`src/rtl/tdm_pkg.sv`:
```
// tdm_pkg
//   Shared definitions for the TDM mux/demux pair: frame geometry (slots per
//   frame, slot index width), the receive framer state encoding and a slot
//   increment helper.
package tdm_pkg;

    localparam int SLOTS  = 4;
    localparam int SLOT_W = 2;

    typedef logic [SLOT_W-1:0] slot_t;

    typedef enum logic {
        HUNT   = 1'b0,
        LOCKED = 1'b1
    } tdm_state_t;

    // Slot index advance; wraps naturally at SLOT_W bits.
    function automatic slot_t slot_inc(input slot_t s);
        return s + slot_t'(1);
    endfunction

endpackage

```
`src/rtl/tdm_frame_ctrl.sv`:
```
// tdm_frame_ctrl
//   Frame alignment control for the TDM receiver: HUNT/LOCKED state machine,
//   slot counter, framing-error pulse and saturating error counter.
// Ports:
//   clk, rst_n     clock, async active-low reset
//   din_valid      beat qualifier
//   frame_sync     slot-0 marker (qualified by din_valid)
//   cap_en         comb: store din into shadow[cap_slot] this beat
//   cap_slot       comb: shadow index to write
//   frame_done     comb: this beat completes a frame (load outputs)
//   locked         registered: state == LOCKED
//   sync_err       registered 1-cycle framing violation pulse
//   err_cnt        registered saturating count of sync_err pulses
module tdm_frame_ctrl
    import tdm_pkg::*;
#(
    parameter int ERR_W = 8
) (
    input  logic             clk,
    input  logic             rst_n,
    input  logic             din_valid,
    input  logic             frame_sync,
    output logic             cap_en,
    output slot_t            cap_slot,
    output logic             frame_done,
    output logic             locked,
    output logic             sync_err,
    output logic [ERR_W-1:0] err_cnt
);

    localparam logic [ERR_W-1:0] ERR_MAX  = '1;
    localparam slot_t            LAST_SLOT = slot_t'(SLOTS - 1);

    tdm_state_t state, state_nxt;
    slot_t      slot, slot_nxt;
    logic       err_hit;

    always_comb begin
        state_nxt  = state;
        slot_nxt   = slot;
        cap_en     = 1'b0;
        cap_slot   = slot;
        frame_done = 1'b0;
        err_hit    = 1'b0;
        if (din_valid) begin
            case (state)
                HUNT: begin
                    // Non-sync beats are dropped silently while hunting.
                    if (frame_sync) begin
                        cap_en    = 1'b1;
                        cap_slot  = '0;
                        slot_nxt  = slot_t'(1);
                        state_nxt = LOCKED;
                    end
                end
                LOCKED: begin
                    if (frame_sync) begin
                        // Sync always restarts the frame; mid-frame it also
                        // flags an error and the partial frame is abandoned.
                        err_hit  = (slot != '0);
                        cap_en   = 1'b1;
                        cap_slot = '0;
                        slot_nxt = slot_t'(1);
                    end else if (slot == '0) begin
                        // Expected a sync marker: lose lock, drop the beat.
                        err_hit   = 1'b1;
                        state_nxt = HUNT;
                    end else if (slot == LAST_SLOT) begin
                        // Last lane goes straight to the output, no shadow.
                        frame_done = 1'b1;
                        slot_nxt   = '0;
                    end else begin
                        cap_en   = 1'b1;
                        slot_nxt = slot_inc(slot);
                    end
                end
                default: state_nxt = HUNT;
            endcase
        end
    end

    always_ff @(posedge clk or negedge rst_n) begin
        if (!rst_n) begin
            state    <= HUNT;
            slot     <= '0;
            sync_err <= 1'b0;
            err_cnt  <= '0;
        end else begin
            state    <= state_nxt;
            slot     <= slot_nxt;
            sync_err <= err_hit;
            if (err_hit && err_cnt != ERR_MAX)
                err_cnt <= err_cnt + 1'b1;
        end
    end

    assign locked = (state == LOCKED);

endmodule

```
`src/rtl/tdm_demux_4_1.sv`:
```
// tdm_demux_4_1
//   Receive side of the 4:1 TDM link. Aligns to the slot-0 sync marker,
//   shadow-buffers lanes 0..2 of the frame in progress and updates all four
//   lane outputs together when the frame's last beat arrives.
// Ports:
//   clk, rst_n     clock, async active-low reset
//   din            TDM sample for the current slot (WIDTH bits)
//   din_valid      din carries a sample this cycle
//   frame_sync     marks the sample as slot 0 (qualified by din_valid)
//   y0..y3         lane values of the last complete frame
//   frame_valid    1-cycle pulse: y0..y3 just updated
//   locked         framer is in LOCKED
//   sync_err       1-cycle framing violation pulse
//   err_cnt        saturating sync_err count
module tdm_demux_4_1
    import tdm_pkg::*;
#(
    parameter int WIDTH = 1,
    parameter int ERR_W = 8
) (
    input  logic             clk,
    input  logic             rst_n,
    input  logic [WIDTH-1:0] din,
    input  logic             din_valid,
    input  logic             frame_sync,
    output logic [WIDTH-1:0] y0,
    output logic [WIDTH-1:0] y1,
    output logic [WIDTH-1:0] y2,
    output logic [WIDTH-1:0] y3,
    output logic             frame_valid,
    output logic             locked,
    output logic             sync_err,
    output logic [ERR_W-1:0] err_cnt
);

    logic  cap_en;
    slot_t cap_slot;
    logic  frame_done;

    // Only lanes 0..2 need shadowing; the last lane is taken directly from din.
    logic [SLOTS-2:0][WIDTH-1:0] shadow;
    logic [SLOTS-1:0][WIDTH-1:0] lane;

    tdm_frame_ctrl #(
        .ERR_W (ERR_W)
    ) u_ctrl (
        .clk        (clk),
        .rst_n      (rst_n),
        .din_valid  (din_valid),
        .frame_sync (frame_sync),
        .cap_en     (cap_en),
        .cap_slot   (cap_slot),
        .frame_done (frame_done),
        .locked     (locked),
        .sync_err   (sync_err),
        .err_cnt    (err_cnt)
    );

    always_ff @(posedge clk or negedge rst_n) begin
        if (!rst_n) begin
            shadow <= '0;
        end else if (cap_en) begin
            for (int i = 0; i < SLOTS - 1; i++)
                if (cap_slot == slot_t'(i))
                    shadow[i] <= din;
        end
    end

    // The whole frame is published on one edge so consumers never see a mix
    // of two frames.
    always_ff @(posedge clk or negedge rst_n) begin
        if (!rst_n) begin
            lane        <= '0;
            frame_valid <= 1'b0;
        end else begin
            frame_valid <= frame_done;
            if (frame_done)
                lane <= {din, shadow};
        end
    end

    assign y0 = lane[0];
    assign y1 = lane[1];
    assign y2 = lane[2];
    assign y3 = lane[3];

endmodule

```
`config.mk`:
```
export PLATFORM = sky130hd
export DESIGN_NAME = tdm_demux_4_1
export DESIGN_NICKNAME = d
export VERILOG_FILES = /design/src/rtl/tdm_pkg.sv /design/src/rtl/tdm_frame_ctrl.sv /design/src/rtl/tdm_demux_4_1.sv
export SDC_FILE = /design/constraint.sdc
export NUM_CORES = 1
export LEC_CHECK = 0
export CAP_MARGIN = 20
export CORE_ASPECT_RATIO = 0.9
export CORE_MARGIN = 5
export CORE_UTILIZATION = 30
export DETAILED_ROUTE_END_ITERATION = 12
export DONT_BUFFER_PORTS = 1
export GPL_ROUTABILITY_DRIVEN = 0
export PLACE_DENSITY = 0.45
export SLEW_MARGIN = 40
export SYNTH_ARGS = -nofsm -noshare
export SYNTH_HDL_FRONTEND = slang
export SYNTH_SLANG_ARGS = --single-unit
```
`constraint.sdc`:
```
create_clock -name clk -period 2.7 [get_ports clk]
set_clock_uncertainty 0.2 [all_clocks]
set_input_delay 0.54 -clock clk [delete_from_list [all_inputs] [get_ports clk]]
set_output_delay 0.54 -clock clk [all_outputs]
set_load 0.05 [all_outputs]
```
==> qor.csv <==
stage,metric,value,unit
run_status,status,finished clean,
yosys,synth_top_family_by_area,simple AND/OR/NAND/NOR gates,
pwr,peakVddDrop,347,uV
global_route,grt_busiest_layer,met2,
worst_setup_path,cpMostUsedCell,ha_1,
yosys,synth_top_area_share,50.8,%
yosys,syn_area,985,um2
placement,dp_hpwl,1.43,mm
clock_network,cts_hold_repair.buffers,1,
clock_network,cts_tree,done,
clock_network,cts_buffers,3,
yosys,async_reset_ff_share,100,%
clock_network,post-cts-setup-buffers,0,
yosys,synth_edf_count,0,
yosys,synth.most_common_cell,dfrtp_1,
worst_setup_path,crit_required,2.65,ns
route,ant_nets,0,
sta,hold_violations,0,
finish,final_cells,133,
route,vias_per_cell,4.74,
yosys,synthTopCellsByCount,"20 x dfrtp_1, 9 x mux2_2, 5 x nand2_1, 5 x nand3_1",
yosys,seq_area_frac_synth,50.8,%
floorplanning,start_util,31.6,%
sta,min_period_over_period,85.4,%
floorplanning,die_height,64.4,um
clock_network,cts_htree_levels,1,
pwr,power.density,1200,nW/um2
yosys,yosys_warnings,0,
sta,fmax,0.434,GHz
global_route,grt_use_met1,11.5,%
floorplanning,design.core.area,3110,um2
yosys,synth_compound_area_share,6.10,%
yosys,yosys.area.top_type,dfrtp_1,
worst_setup_path,cpPeakStageDelay,0.41,ns
yosys,synth_seq_cells,20,
yosys,ys_types,27,
clock_network,cts_sinks,20,
yosys,synthAdderAreaFrac,5.08,%
worst_setup_path,worstSetupPathType,register to register,
hold_path,hp-class,input pin to asynchronous set/reset pin,
sta,fin_crit,2.31,ns
flow_run,max-cap-violations,0,
sta,setup-violations-final,0,
pwr,power,0.00136,W
clock_network,clock_latency,0.26,ns
global_route,grt_start_max_net_pins,21,
floorplanning,die_w,70.4,um
finish,num_antenna_cells,0,
worst_setup_path,r2r_start,u_ctrl.slot[0],
route,drc,0,
worst_setup_path,crit_chain,"inv_1, ha_1, ha_1, and3b_1, and3_4, and4_4, mux2_4",
yosys,muxShareOfSynthArea,15.5,%
sta,maxSlewViolCount,0,
clock_network,path_clk_slew,0.07,ns
finish,syn_to_final_growth,14.5,%
clock_network,cts.path.max_buffers,2,
finish,nets,101,
worst_setup_path,cp-start-kind,register,
sta,tightestPinTransition,0.618,ns
global_route,grt.overflow.total,0,
sta,rsz0062_at_grt,false,
placement,port_buffers,0,
yosys,synth.avg_cell_area,12.2,um2
yosys,synthTopCellsByArea,"dfrtp_1 51%, mux2_2 10%, ha_1 5.1%",
worst_setup_path,arrival,2.26,ns
route,drtPass1Iterations,4,
floorplanning,io_pins,20,
placement,dp_cells,128,
global_route,grt_pass1_wl,3.25,mm
global_route,grt_pass1_vias,630,
floorplanning,rows,19,
global_route,use_met2,13.0,%
pwr,cellLeakagePower,0.515,nW
global_route,grt.met3_usage,3.92,%
sta,fin_setup_tns,0,ns
yosys,synthSimpleGateAreaFrac,16.0,%
route,detail_route.wl_per_cell,14.3,um
yosys,synth_cells,81,
global_route,antenna_found_initial,0,
clock_network,cts_root_buffer,clkbuf_8,
yosys,synth_xor_xnor_area_share,2.67,%
worst_setup_path,timing.critical_path.fanout_max,5,
route,wirelength,1.90,mm
worst_setup_path,slowest_stage,dfrtp_1,
finish,drive_gt1_share,28.6,%
floorplanning,fp.dieArea,4530,um2
clock_network,cts-resized-gates,0,
worst_setup_path,r2r_cells,7,
yosys,synth_ff_type,dfrtp_1,
route,drt_iter0_drc,21,
worst_setup_path,reg2reg_to,u_ctrl.err_cnt[5],
yosys,synth_fp_nets,90,
global_route,track_usage,9.39,%
route,num_vias,630,
worst_setup_path,r2r_slack,0.39,ns
worst_setup_path,end_kind,register,
sta,max-slew-margin-rel,58.8,%
[stage by stage]
stage               instance area, um2  hold slack, ns  util (%)  worst slack [ns]
detailed placement                1070          0.0452      34.3             0.397
global placement                  1070          0.0451      34.3             0.408
finish                            1130          0.0153      36.2             0.393
floorplan                          985          0.0444         -             0.475
global route                      1130          0.0610      36.2             0.295
CTS                               1130           0.171      36.4             0.381
[worst max-delay path by stage]
stage,to,start,slack [ns]
floorplan,u_ctrl.err_cnt[5],u_ctrl.slot[0],0.47
global placement,u_ctrl.err_cnt[7],u_ctrl.slot[0],0.41
detailed placement,u_ctrl.err_cnt[5],u_ctrl.slot[0],0.40
CTS,u_ctrl.err_cnt[5],u_ctrl.slot[0],0.38
global route,u_ctrl.err_cnt[7],u_ctrl.slot[0],0.29
finish,u_ctrl.err_cnt[5],u_ctrl.slot[0],0.39
[state kept, by name, indices dropped and copies added (netlist names)]
register	flops
u_ctrl.slot	2
frame_valid	1
y3	1
y2	1
y0	1
u_ctrl.locked	1
y1	1
u_ctrl.sync_err	1
u_ctrl.err_cnt	8
shadow	3
[kinds of logic after synthesis]
group | count (synthesis)
buf+inv | 6
mux | 13
xor+xnor | 3
simple gates | 26
flops | 20
compound gates | 9
fa+ha+maj | 4
[cell type report]
cell class              count  area (um2)
fillers                   298        1990
inverters                   4        15.0
flip-flops and latches     20         500
clock buffers               4        55.1
multi-input cells          55         447
repair buffers              8        57.6
well taps                  42        52.6
[worst max-delay path: cells and delay by family (launching register included)]
kind          cells  cell delay (ns)
fa+ha+maj         2             0.46
simple gates      3             0.73
flops             1             0.41
mux               1             0.29
buf+inv           1             0.10
[report_power, final]
group,leakage (nW),internal (W),switching [W],total [W]
combinational,0.236,0.000201,0.000313,0.000514
sequential,0.250,0.000406,0.000211,0.000617
clock,0.0288,0.000130,0.0000958,0.000226
[metal layers]
metal  vias up  routed length (um)  share of wire, %
met5         -                   0                 0
met4         0                  57               3.0
met3         4                 126               6.6
met2        16                 797                42
met1       301                 919                48
li1        309                   -                 -
[layout by cell type, fill, tap and decap left out, types with 4 or more instances in the layout]
cell | Yosys | layout
mux2_2 | 9 | 9
nand3_1 | 5 | 5
nand2_1 | 5 | 5
clkbuf_8 | 0 | 4
dfrtp_1 | 20 | 20
inv_1 | 4 | 4
ha_1 | 4 | 4
buf_4 | 0 | 7
Power figures use the tool's default switching activity.
